$ cat config.mk
export PLATFORM = sky130hd
export DESIGN_NAME = core_inst_seq
export DESIGN_NICKNAME = d
export VERILOG_FILES = /design/src/rtl/core_pkg.sv /design/src/rtl/psum_drain.sv /design/src/rtl/core_inst_seq.sv
export SDC_FILE = /design/constraint.sdc
export NUM_CORES = 1
export LEC_CHECK = 0
export CORE_ASPECT_RATIO = 1.25
export CORE_MARGIN = 4
export CORE_UTILIZATION = 55
export DETAILED_ROUTE_END_ITERATION = 8
export PLACE_DENSITY = 0.79
export SKIP_CTS_REPAIR_TIMING = 1
export SYNTH_ARGS = -nofsm -noshare
export SYNTH_HDL_FRONTEND = slang
export SYNTH_SLANG_ARGS = --single-unit
$ cat constraint.sdc
create_clock -name clk -period 10.6 [get_ports clk]
set_clock_uncertainty 0.2 [all_clocks]
set_input_delay 3.18 -clock clk [delete_from_list [all_inputs] [get_ports clk]]
set_output_delay 3.18 -clock clk [all_outputs]
set_load 0.01 [all_outputs]
$ cat src/rtl/core_pkg.sv
`default_nettype none
// +----------------------------------------------------------------------+
// | core_pkg: instruction field positions, sequencer states, idle word.  |
// | Rev 1.0                                                              |
// +----------------------------------------------------------------------+
package core_pkg;

  localparam int INST_ACC      = 49;
  localparam int INST_CEN_PMEM = 48;
  localparam int INST_WEN_PMEM = 47;
  localparam int A_PMEM_MSB    = 46;
  localparam int A_PMEM_LSB    = 33;
  localparam int INST_CEN1     = 32;
  localparam int A1_MSB        = 31;
  localparam int A1_LSB        = 21;
  localparam int INST_CEN0     = 20;
  localparam int INST_WEN0     = 19;
  localparam int A0_MSB        = 18;
  localparam int A0_LSB        = 8;
  localparam int INST_OFIFO_RD = 7;
  localparam int INST_IFIFO_WR = 6;
  localparam int INST_IFIFO_RD = 5;
  localparam int INST_L0_RD    = 4;
  localparam int INST_L0_WR    = 3;
  localparam int INST_MODE     = 2;
  localparam int INST_EXECUTE  = 1;
  localparam int INST_LOAD     = 0;

  // PE rows of the array; the row word width lives in the datapath.
  localparam int PE_ROWS = 8;

  typedef enum logic [2:0] {
    S_IDLE       = 3'd0,
    S_WLOAD      = 3'd1,
    S_ACT        = 3'd2,
    S_FLUSH      = 3'd3,
    S_WAIT_DRAIN = 3'd4,
    S_DONE       = 3'd5
  } state_t;

  localparam logic [49:0] IDLE_INST = (50'd1 << INST_CEN_PMEM) | (50'd1 << INST_WEN_PMEM) |
                                      (50'd1 << INST_CEN1)     | (50'd1 << INST_CEN0)     |
                                      (50'd1 << INST_WEN0);

endpackage
`default_nettype wire

$ cat src/rtl/psum_drain.sv
`default_nettype none
// +----------------------------------------------------------------------+
// | psum_drain: writes each valid OFIFO row to consecutive pmem slots.   |
// | Rev 1.0                                                              |
// +----------------------------------------------------------------------+
module psum_drain #(
  parameter int AW = 11,
  parameter int CW = 14
) (
  input  logic          clk,
  input  logic          reset,
  input  logic          i_start,
  input  logic [AW-1:0] i_base,
  input  logic [CW-1:0] i_total,
  input  logic          i_ofifo_valid,
  output logic          o_cen_pmem,
  output logic          o_wen_pmem,
  output logic [AW-1:0] o_a_pmem,
  output logic          o_ofifo_rd,
  output logic          o_drain_done
);

  logic [AW-1:0] r_base;
  logic [CW-1:0] r_total;
  logic [CW-1:0] r_count;
  logic          r_cen;
  logic          r_wen;
  logic [AW-1:0] r_addr;
  logic          r_rd;
  logic          w_wr;
  logic [AW-1:0] w_addr;

  // Surplus rows beyond the run total are left in the OFIFO.
  assign w_wr         = ~i_start && i_ofifo_valid && (r_count < r_total);
  assign w_addr       = r_base + r_count[AW-1:0];
  assign o_drain_done = (r_count == r_total);

  always_ff @(posedge clk or posedge reset) begin
    if (reset) begin
      r_base  <= '0;
      r_total <= '0;
      r_count <= '0;
      r_cen   <= 1'b1;
      r_wen   <= 1'b1;
      r_addr  <= '0;
      r_rd    <= 1'b0;
    end else begin
      if (i_start) begin
        r_base  <= i_base;
        r_total <= i_total;
        r_count <= '0;
      end else if (w_wr) begin
        r_count <= r_count + CW'(1);
      end
      r_cen  <= ~w_wr;
      r_wen  <= ~w_wr;
      r_addr <= w_wr ? w_addr : '0;
      r_rd   <= w_wr;
    end
  end

  assign o_cen_pmem = r_cen;
  assign o_wen_pmem = r_wen;
  assign o_a_pmem   = r_addr;
  assign o_ofifo_rd = r_rd;

endmodule
`default_nettype wire

$ cat src/rtl/core_inst_seq.sv
`default_nettype none
// +----------------------------------------------------------------------+
// | core_inst_seq: per-kij weight load / activation / flush sequencer.   |
// | Rev 1.0                                                              |
// +----------------------------------------------------------------------+
module core_inst_seq
  import core_pkg::*;
#(
  parameter int          COL     = 8,
  parameter int          LEN_NIJ = 1024,
  parameter int          LEN_KIJ = 9,
  parameter logic [10:0] W_BASE  = 11'h400,
  parameter int          PMEM_AW = 11,
  parameter int          INST_W  = 50
) (
  input  logic                         clk,
  input  logic                         reset,
  input  logic                         start,
  input  logic [$clog2(LEN_KIJ+1)-1:0] num_kij,
  input  logic [PMEM_AW-1:0]           pmem_base,
  input  logic                         l0_ready,
  input  logic                         ofifo_valid,
  output logic                         busy,
  output logic                         done,
  output logic [INST_W-1:0]            inst
);

  localparam int KW    = $clog2(LEN_KIJ + 1);
  localparam int T_MAX = (COL > LEN_NIJ) ? COL : LEN_NIJ;
  localparam int TW    = $clog2(T_MAX + 1);
  localparam int TOT_W = $clog2(LEN_KIJ * LEN_NIJ + 1);
  localparam int CW    = (TOT_W > PMEM_AW) ? TOT_W : PMEM_AW;

  state_t             r_state, w_next;
  logic [KW-1:0]      r_kij, r_num_kij, w_kij_nx, w_nk_eff;
  logic [TW-1:0]      r_t;
  logic               w_start_acc, w_rd, w_t_inc, w_t_clr, w_kij_inc;
  logic [2:0]         w_ctl, r_ctl1, r_ctl2, r_ctl3;
  logic [10:0]        w_a0, w_a0_w, w_a0_x, r_a0;
  logic               r_cen0, r_l0_wr, r_l0_rd, r_busy, r_done;
  logic [CW-1:0]      w_total;
  logic               w_cen_pmem, w_wen_pmem, w_ofifo_rd, w_drain_done, w_pipe_empty;
  logic [PMEM_AW-1:0] w_a_pmem;
  logic [13:0]        w_a_pmem_ext;

  assign w_nk_eff = (num_kij == '0) ? KW'(1) : num_kij;
  assign w_total  = CW'(w_nk_eff) * CW'(LEN_NIJ);
  assign w_kij_nx = r_kij + KW'(1);
  assign w_a0_w   = W_BASE + 11'(r_kij) * 11'(COL) + 11'(r_t);
  assign w_a0_x   = 11'(r_t);
  assign w_pipe_empty = r_cen0 && (r_ctl1 == 3'b0) && (r_ctl2 == 3'b0) && (r_ctl3 == 3'b0)
                        && ~r_l0_wr && ~r_l0_rd;

  psum_drain #(.AW(PMEM_AW), .CW(CW)) u_drain (
    .clk          (clk),
    .reset        (reset),
    .i_start      (w_start_acc),
    .i_base       (pmem_base),
    .i_total      (w_total),
    .i_ofifo_valid(ofifo_valid),
    .o_cen_pmem   (w_cen_pmem),
    .o_wen_pmem   (w_wen_pmem),
    .o_a_pmem     (w_a_pmem),
    .o_ofifo_rd   (w_ofifo_rd),
    .o_drain_done (w_drain_done)
  );

  always_ff @(posedge clk or posedge reset) begin
    if (reset) r_state <= S_IDLE;
    else       r_state <= w_next;
  end

  // w_ctl is {mode, execute, load}
  always_comb begin
    w_next      = r_state;
    w_start_acc = 1'b0;
    w_rd        = 1'b0;
    w_ctl       = 3'b000;
    w_a0        = '0;
    w_t_inc     = 1'b0;
    w_t_clr     = 1'b0;
    w_kij_inc   = 1'b0;
    case (r_state)
      S_IDLE: if (start) begin
        w_start_acc = 1'b1;
        w_next      = S_WLOAD;
      end
      S_WLOAD: if (l0_ready) begin
        w_rd  = 1'b1;
        w_ctl = 3'b001;
        w_a0  = w_a0_w;
        if (r_t == TW'(COL - 1)) begin
          w_t_clr = 1'b1;
          w_next  = S_ACT;
        end else begin
          w_t_inc = 1'b1;
        end
      end
      S_ACT: if (l0_ready) begin
        w_rd  = 1'b1;
        w_ctl = 3'b010;
        w_a0  = w_a0_x;
        if (r_t == TW'(LEN_NIJ - 1)) begin
          w_t_clr = 1'b1;
          w_next  = S_FLUSH;
        end else begin
          w_t_inc = 1'b1;
        end
      end
      S_FLUSH: begin
        w_ctl     = 3'b111;
        w_kij_inc = 1'b1;
        w_next    = (w_kij_nx < r_num_kij) ? S_WLOAD : S_WAIT_DRAIN;
      end
      S_WAIT_DRAIN: if (w_drain_done && w_pipe_empty) w_next = S_DONE;
      S_DONE:  w_next = S_IDLE;
      default: w_next = S_IDLE;
    endcase
  end

  always_ff @(posedge clk or posedge reset) begin
    if (reset) begin
      r_kij     <= '0;
      r_num_kij <= '0;
      r_t       <= '0;
    end else if (w_start_acc) begin
      r_kij     <= '0;
      r_num_kij <= w_nk_eff;
      r_t       <= '0;
    end else begin
      if (w_t_clr)      r_t <= '0;
      else if (w_t_inc) r_t <= r_t + TW'(1);
      if (w_kij_inc)    r_kij <= w_kij_nx;
    end
  end

  // WEN0 is always high (reads only), so an L0 write follows every low CEN0.
  always_ff @(posedge clk or posedge reset) begin
    if (reset) begin
      r_cen0  <= 1'b1;
      r_a0    <= '0;
      r_ctl1  <= '0;
      r_ctl2  <= '0;
      r_ctl3  <= '0;
      r_l0_wr <= 1'b0;
      r_l0_rd <= 1'b0;
      r_busy  <= 1'b0;
      r_done  <= 1'b0;
    end else begin
      r_cen0  <= ~w_rd;
      r_a0    <= w_a0;
      r_ctl1  <= w_ctl;
      r_ctl2  <= r_ctl1;
      r_ctl3  <= r_ctl2;
      r_l0_wr <= ~r_cen0;
      r_l0_rd <= r_l0_wr;
      r_busy  <= (w_next != S_IDLE) && (w_next != S_DONE);
      r_done  <= (w_next == S_DONE);
    end
  end

  always_comb begin
    w_a_pmem_ext                = '0;
    w_a_pmem_ext[PMEM_AW-1:0]   = w_a_pmem;
  end

  always_comb begin
    inst                        = '0;
    inst[INST_CEN_PMEM]         = w_cen_pmem;
    inst[INST_WEN_PMEM]         = w_wen_pmem;
    inst[A_PMEM_MSB:A_PMEM_LSB] = w_a_pmem_ext;
    inst[INST_CEN1]             = 1'b1;
    inst[INST_CEN0]             = r_cen0;
    inst[INST_WEN0]             = 1'b1;
    inst[A0_MSB:A0_LSB]         = r_a0;
    inst[INST_OFIFO_RD]         = w_ofifo_rd;
    inst[INST_L0_RD]            = r_l0_rd;
    inst[INST_L0_WR]            = r_l0_wr;
    inst[INST_MODE]             = r_ctl3[2];
    inst[INST_EXECUTE]          = r_ctl3[1];
    inst[INST_LOAD]             = r_ctl3[0];
  end

  assign busy = r_busy;
  assign done = r_done;

endmodule
`default_nettype wire

==> results.yml, run 1 <==
cts:
  clkLatencyLatePin_ps: 350
  inserted_clock_buffers: 9
  clock-root-buffer: "clkbuf_8"
  clockBufferDepth: 2
  clock_sink_count: 85
  clock_transition_at_path_regs_ps: 90
  clock_tree.htree_level_count: 3
  tritoncts: "built"
pwr:
  power_frac_seq: 0.415
  p_sw_frac: 0.360
  clkPwrFrac: 0.231
  switchingPower_uw: 404
  cellPowerDensity_nw_per_um2: 213
  vdd.ir_drop.worst_uv: 127
  total_leakage_power_nw: 2.50
  p_comb_frac: 0.354
  post-layout-total-power_mw: 1.12
  pint_uw: 717
synth:
  adder_cell_share_of_the_synthesized_area: 0.0772
  yosys-top-cells-area: "dfrtp_1, ha_1, nand2_1, buf_4, nor2_1"
  synth_top_area_cell: "dfrtp_1"
  post_synthesis_sequential_area_ratio: 0.466
  synth_top_area_share: 0.455
  synth_area_per_cell_sq_um: 9.66
  yosys-top-cells-count: "dfrtp_1, nand2_1, nor2_1"
  synth_edf_count: 0
  post_synth_and_or_nand_nor_area_fraction: 0.214
  syn_inst: 473
  synth_cell_types: 57
  synth_xor_area_frac: 0.0460
  yosysMostFrequentCell: "dfrtp_1"
  ys.warnings.count: 0
  synth.mux.area_fraction: 0.00438
  ys_dominant_reg_cell: "dfrtp_1"
  mappedNetlistArea_sq_um: 4570
  main_combinational_cell_family_by_area_after_synthesis: "simple AND/OR/NAND/NOR gates"
  post_synth_arst_share: 1.00
  postSynthRegisterBits: 85
  synth_compound_gate_area_share: 0.117
placed_design:
  gpl.final_weighted_congestion: 0.924
  io_buffer_count: 52
  place_hpwl_microns: 7000
floorplanning:
  floorplan.initialDensity: 0.576
  die-area_sq_um: 9840
  fp.dieW_microns: 89.5
  fp.dieH_microns: 110
  coreArea_sq_um: 7930
  number_of_top_level_pins: 72
  std_cell_rows: 36
grt:
  grt_start_max_net_pins: 86
  grt_antenna_before_repair: 0
  globalRoute.totalOverflow: 0
  grt_pass1_vias: 3463
  grt_util_all_layers: 0.213
  grt_first_pass_wirelength_microns: 16300
detailed_routing:
  drtIter0Drc: 264
  detail_route.wirelength_microns: 9640
  drt_pass1_iterations: 4
  drt-vias-per-instance: 5.74
  route.detailed.drc: 0
  final_antenna_net_count: 0
  drt-wirelength-per-cell_microns: 15.7
  vias: 3523
timing:
  grt_setup_unrepaired: "false"
  maxSlewHeadroom: 0.322
  report.final.slew_viol_count: 0
  final_setup_vio_count: 0
  final.period_utilization: 0.491
  max_freq_ghz: 0.192
  setup_total_negative_slack_ps: 0
  min_period_ps: 5210
  worst_slew_pin_slew_ps: 1020
  hold_viol: 0
worst_hold_path:
  worstHoldPathType: "flop to flop"
layout:
  nNetsFinal: 561
  antenna_cells: 0
  drive_above_1_share: 0.0617
  area.growth.synth_to_final_pct: 14.9
setup_path:
  cp-end-kind: "flop"
  critical_path.max_fanout: 20
  worst-endpoint-required_ps: 10650
  crit_path_start_kind: "input port"
  worst-endpoint-arrival_ps: 5250
  timing.setup.critical_path_class: "input port to flop"
run:
  cap_violations: 0
outcome:
  outcome: "finished, final reports clean"
==> logic make-up after synthesis <==
group / count (synthesis)
simple gates: 193
compound gates: 83
other cells: 2
xor+xnor: 24
fa+ha+maj: 27
mux: 2
flops: 85
buf+inv: 57
==> flip-flops by register name (all words and copies together), names as in the netlist, 3 cells and up <==
| name | count |
|---|---|
| u_drain.r_base | 11 |
| r_state | 3 |
| u_drain.o_a_pmem | 11 |
| u_drain.r_count | 14 |
| r_a0 | 11 |
| r_ctl2 | 3 |
| r_ctl1 | 3 |
| r_ctl3 | 3 |
| r_num_kij | 4 |
| r_kij | 4 |
| r_t | 11 |
==> critical path: stages <==
cell             delay, ps
clkdlybuf4s50_1        510
or4b_2                 870
nand2_1                390
inv_1                  120
and2_1                 180
==> metrics by stage <==
stage          worst slack (ps)  utilization  instance area [sq um]  hold WS [ps]  std cells
5_1_grt                    5280        0.662                   5250           204        614
6_report                   5390        0.662                   5250           186        614
2_1_floorplan              5030            -                   4630           154        490
3_5_place_dp               5010        0.634                   5020           167        598
3_3_place_gp               5070        0.634                   5020           162        598
4_1_cts                    5390        0.662                   5250           186        614
==> layout by cell type, fill, tap and decap left out, types with 7 or more instances in the layout <==
cell type / n
nand2_1: 65
a21oi_1: 16
a21o_1: 9
o21ai_0: 24
inv_1: 13
clkdlybuf4s50_1: 52
nor2b_1: 7
ha_1: 25
nand3_1: 16
clkbuf_8: 9
conb_1: 19
xor2_1: 8
dfrtp_1: 83
nor4_1: 10
xnor2_1: 16
nor3_1: 13
nor2_1: 39
==> layer usage <==
| metal | wire length, microns | vias to the layer above | GRT usage |
|---|---|---|---|
| li1 | - | 1680 | - |
| met1 | 3670 | 1718 | 0.250 |
| met2 | 5270 | 108 | 0.389 |
| met3 | 500 | 17 | 0.0307 |
| met4 | 197 | 0 | 0.0734 |
| met5 | 0 | - | 0 |
==> power groups by stage <==
stage,clock (mW),combinational [mW],sequential [mW]
2_1_floorplan,0,0.285,0.459
3_3_place_gp,0,0.382,0.469
3_5_place_dp,0,0.396,0.472
4_1_cts,0.262,0.399,0.466
5_1_grt,0.278,0.449,0.476
6_report,0.259,0.396,0.466
==> layout make-up <==
type / count / area (sq um)
timing repair buffer: 54 / 536
clock inverter: 7 / 104
clock buffer: 9 / 124
tap: 95 / 119
fill: 641 / 2680
inverter: 16 / 61.3
multi-input combinational: 348 / 2180
sequential: 85 / 2130
==> worst paths after layout <==
check	from	end	slack, ps	cells past startpoint
hold reg to reg	r_ctl2[2]$_DFF_PP0_	r_ctl3[2]$_DFF_PP0_	190	0
setup / recovery	start	u_drain.o_a_pmem[0]$_DFF_PP0_	5390	5
hold / removal	r_ctl2[2]$_DFF_PP0_	r_ctl3[2]$_DFF_PP0_	190	0
min in group asynchronous	reset	r_l0_wr$_DFF_PP0_	3280	3
max in group asynchronous	reset	r_kij[3]$_DFFE_PP0P_	6290	3
setup reg to reg	u_drain.r_count[0]$_DFFE_PP0P_	u_drain.o_a_pmem[10]$_DFF_PP0_	7970	7
Power figures use the tool's default switching activity.
==> run 2: changes to the inputs <==
--- a/config.mk
+++ b/config.mk
@@ -7,9 +7,9 @@
 export LEC_CHECK = 0
 export CORE_ASPECT_RATIO = 1.25
 export CORE_MARGIN = 4
-export CORE_UTILIZATION = 55
+export CORE_UTILIZATION = 54
 export DETAILED_ROUTE_END_ITERATION = 8
-export PLACE_DENSITY = 0.79
+export PLACE_DENSITY = 0.78
 export SKIP_CTS_REPAIR_TIMING = 1
 export SYNTH_ARGS = -nofsm -noshare
 export SYNTH_HDL_FRONTEND = slang
==> constraint.sdc (replaced) <==
create_clock -name clk -period 4.8 [get_ports clk]
set_clock_uncertainty 0.2 [all_clocks]
set_input_delay 1.44 -clock clk [delete_from_list [all_inputs] [get_ports clk]]
set_output_delay 1.44 -clock clk [all_outputs]
set_load 0.01 [all_outputs]
==> results.yml, run 2 (synthesis results as in run 1) <==
setup_path:
  crit_path_start_kind: "input port"
  worst-r2r-cell-count: 7
  worst_path_largest_cell_delay_ps: 870
  path_cells: "clkdlybuf4s50_1, or4b_2, nand2_1, inv_1, and2_1"
  worstReg2RegEnd: "u_drain.o_a_pmem[10]$_DFF_PP0_"
  worst-endpoint-required_ps: 4850
  reg2reg_slack_ps: 2180
  critical_path.max_fanout: 20
  worst-endpoint-arrival_ps: 3520
  critical_path.reg2reg.startpoint: "u_drain.r_count[0]$_DFFE_PP0P_"
  timing.setup.critical_path_class: "input port to flop"
  cpMaxStageDelayCell: "or4b_2"
  cp-end-kind: "flop"
detailed_routing:
  drtIter0Drc: 187
  route.detailed.drc: 1
  drt-vias-per-instance: 5.74
  drt_pass1_iterations: 7
  detail_route.wirelength_microns: 9720
  final_antenna_net_count: 0
  drt-wirelength-per-cell_microns: 15.8
  vias: 3537
layout:
  antenna_cells: 0
  post-route-util: 0.636
  area.growth.synth_to_final_pct: 14.6
  regMostFlops: "u_drain.r_count"
  mostFrequentLayoutCells: "dfrtp_1, nand2_1, clkdlybuf4s50_1"
  final-instance-count-excl-fill: 616
  filler_cell_count: 701
  drive_above_1_share: 0.0597
  regArea_sq_um: 2130
  final_common_cell: "dfrtp_1"
  largest_register_ffs: 14
  nNetsFinal: 561
  area_taken_by_multi_input_logic_gates_sq_um: 2180
  final_design_area_no_fill_sq_um: 5240
pwr:
  vdd.ir_drop.worst_uv: 254
  total_leakage_power_nw: 2.49
  post-layout-total-power_mw: 2.41
  cellPowerDensity_nw_per_um2: 461
placed_design:
  detailed_place.area_sq_um: 5040
  dp_slack_ps: 961
  post-place-cells: 600
  place_hpwl_microns: 7160
  io_buffer_count: 52
  gpl.final_weighted_congestion: 0.902
cts:
  inserted_clock_buffers: 9
  clkLatencyLatePin_ps: 350
  clock_sink_count: 85
  tritoncts: "built"
  clock-root-buffer: "clkbuf_8"
  clock_transition_at_path_regs_ps: 90
  clock_tree.htree_level_count: 3
  clockBufferDepth: 2
floorplanning:
  coreArea_sq_um: 8240
  fp.dieW_microns: 90.3
  fp.dieH_microns: 111
  number_of_top_level_pins: 72
  die-area_sq_um: 10000
  floorplan.initialDensity: 0.555
  std_cell_rows: 37
timing:
  hold_viol: 0
  report.final.slew_viol_count: 0
  maxSlewHeadroom: 0.425
  setup_total_negative_slack_ps: 0
  final.period_utilization: 0.722
  grt_setup_unrepaired: "false"
  final_setup_vio_count: 0
  whs_ps: 200
  post-route-worst-setup-slack_ps: 1330
  max_freq_ghz: 0.289
  worst_slew_pin_slew_ps: 862
  min_period_ps: 3470
grt:
  grt_pass1_vias: 3608
  grt_antenna_before_repair: 0
  grt_first_pass_wirelength_microns: 16800
  grt_util_all_layers: 0.205
  grt_start_max_net_pins: 52
  globalRoute.totalOverflow: 0
worst_hold_path:
  worst_hold_path.num_cells: 0
  worst_hold_startpoint: "r_ctl1[1]$_DFF_PP0_"
  worst_case_hold_path_end_point: "r_ctl2[1]$_DFF_PP0_"
  worstHoldPathType: "flop to flop"
run:
  cap_violations: 0
outcome:
  failed_checks: "DRC"
  outcome: "finished with violations"
run 2: cell types whose count changed in the layout (fill, tap and decap cells not counted), sizes merged:
| cell | before | now |
|---|---|---|
| clkinv | 3 | 2 |
| clkinvlp | 0 | 2 |
| inv | 18 | 16 |
| clkbuf | 9 | 11 |
| bufinv | 2 | 1 |
run 2: critical path, delay by kind of cell:
kind                   cells  cell delay (ps)
AND/OR/NAND/NOR            3             1430
buffers and inverters      2              640
run 2: how the worst max path moves through the flow:
stage,to,from,cells after the start,slack (ps)
final,u_drain.o_a_pmem[0]$_DFF_PP0_,start,5,1330
after global routing,u_drain.o_a_pmem[0]$_DFF_PP0_,start,5,1200
after CTS,u_drain.o_a_pmem[0]$_DFF_PP0_,start,5,1350
after detailed placement,u_drain.o_a_pmem[0]$_DFF_PP0_,start,5,960
after global placement,u_drain.o_a_pmem[0]$_DFF_PP0_,start,5,1020
after floorplan,busy$_DFF_PP0_,reset,1,970
run 2: area by class of cell:
class                           instances  share of cell area
Clock buffer                           11              0.0270
Clock inverter                          5              0.0112
Inverter                               16              0.0117
Multi-Input combinational cell        348               0.416
Sequential cell                        85               0.406
Tap cell                               97              0.0232
Timing Repair Buffer                   54               0.105
run 2: power breakdown:
part           total [mW]  switching (mW)  internal (mW)
clock network       0.513           0.257          0.256
registers            1.03           0.142          0.886
logic               0.874           0.476          0.397
run 2: routing by layer:
metal  GRT usage  part of all wire  routed length, microns
met1       0.231              0.39                    3810
met3      0.0428             0.035                     345
met4      0.0858             0.033                     318
met5           0                 0                       0
met2       0.371              0.54                    5250
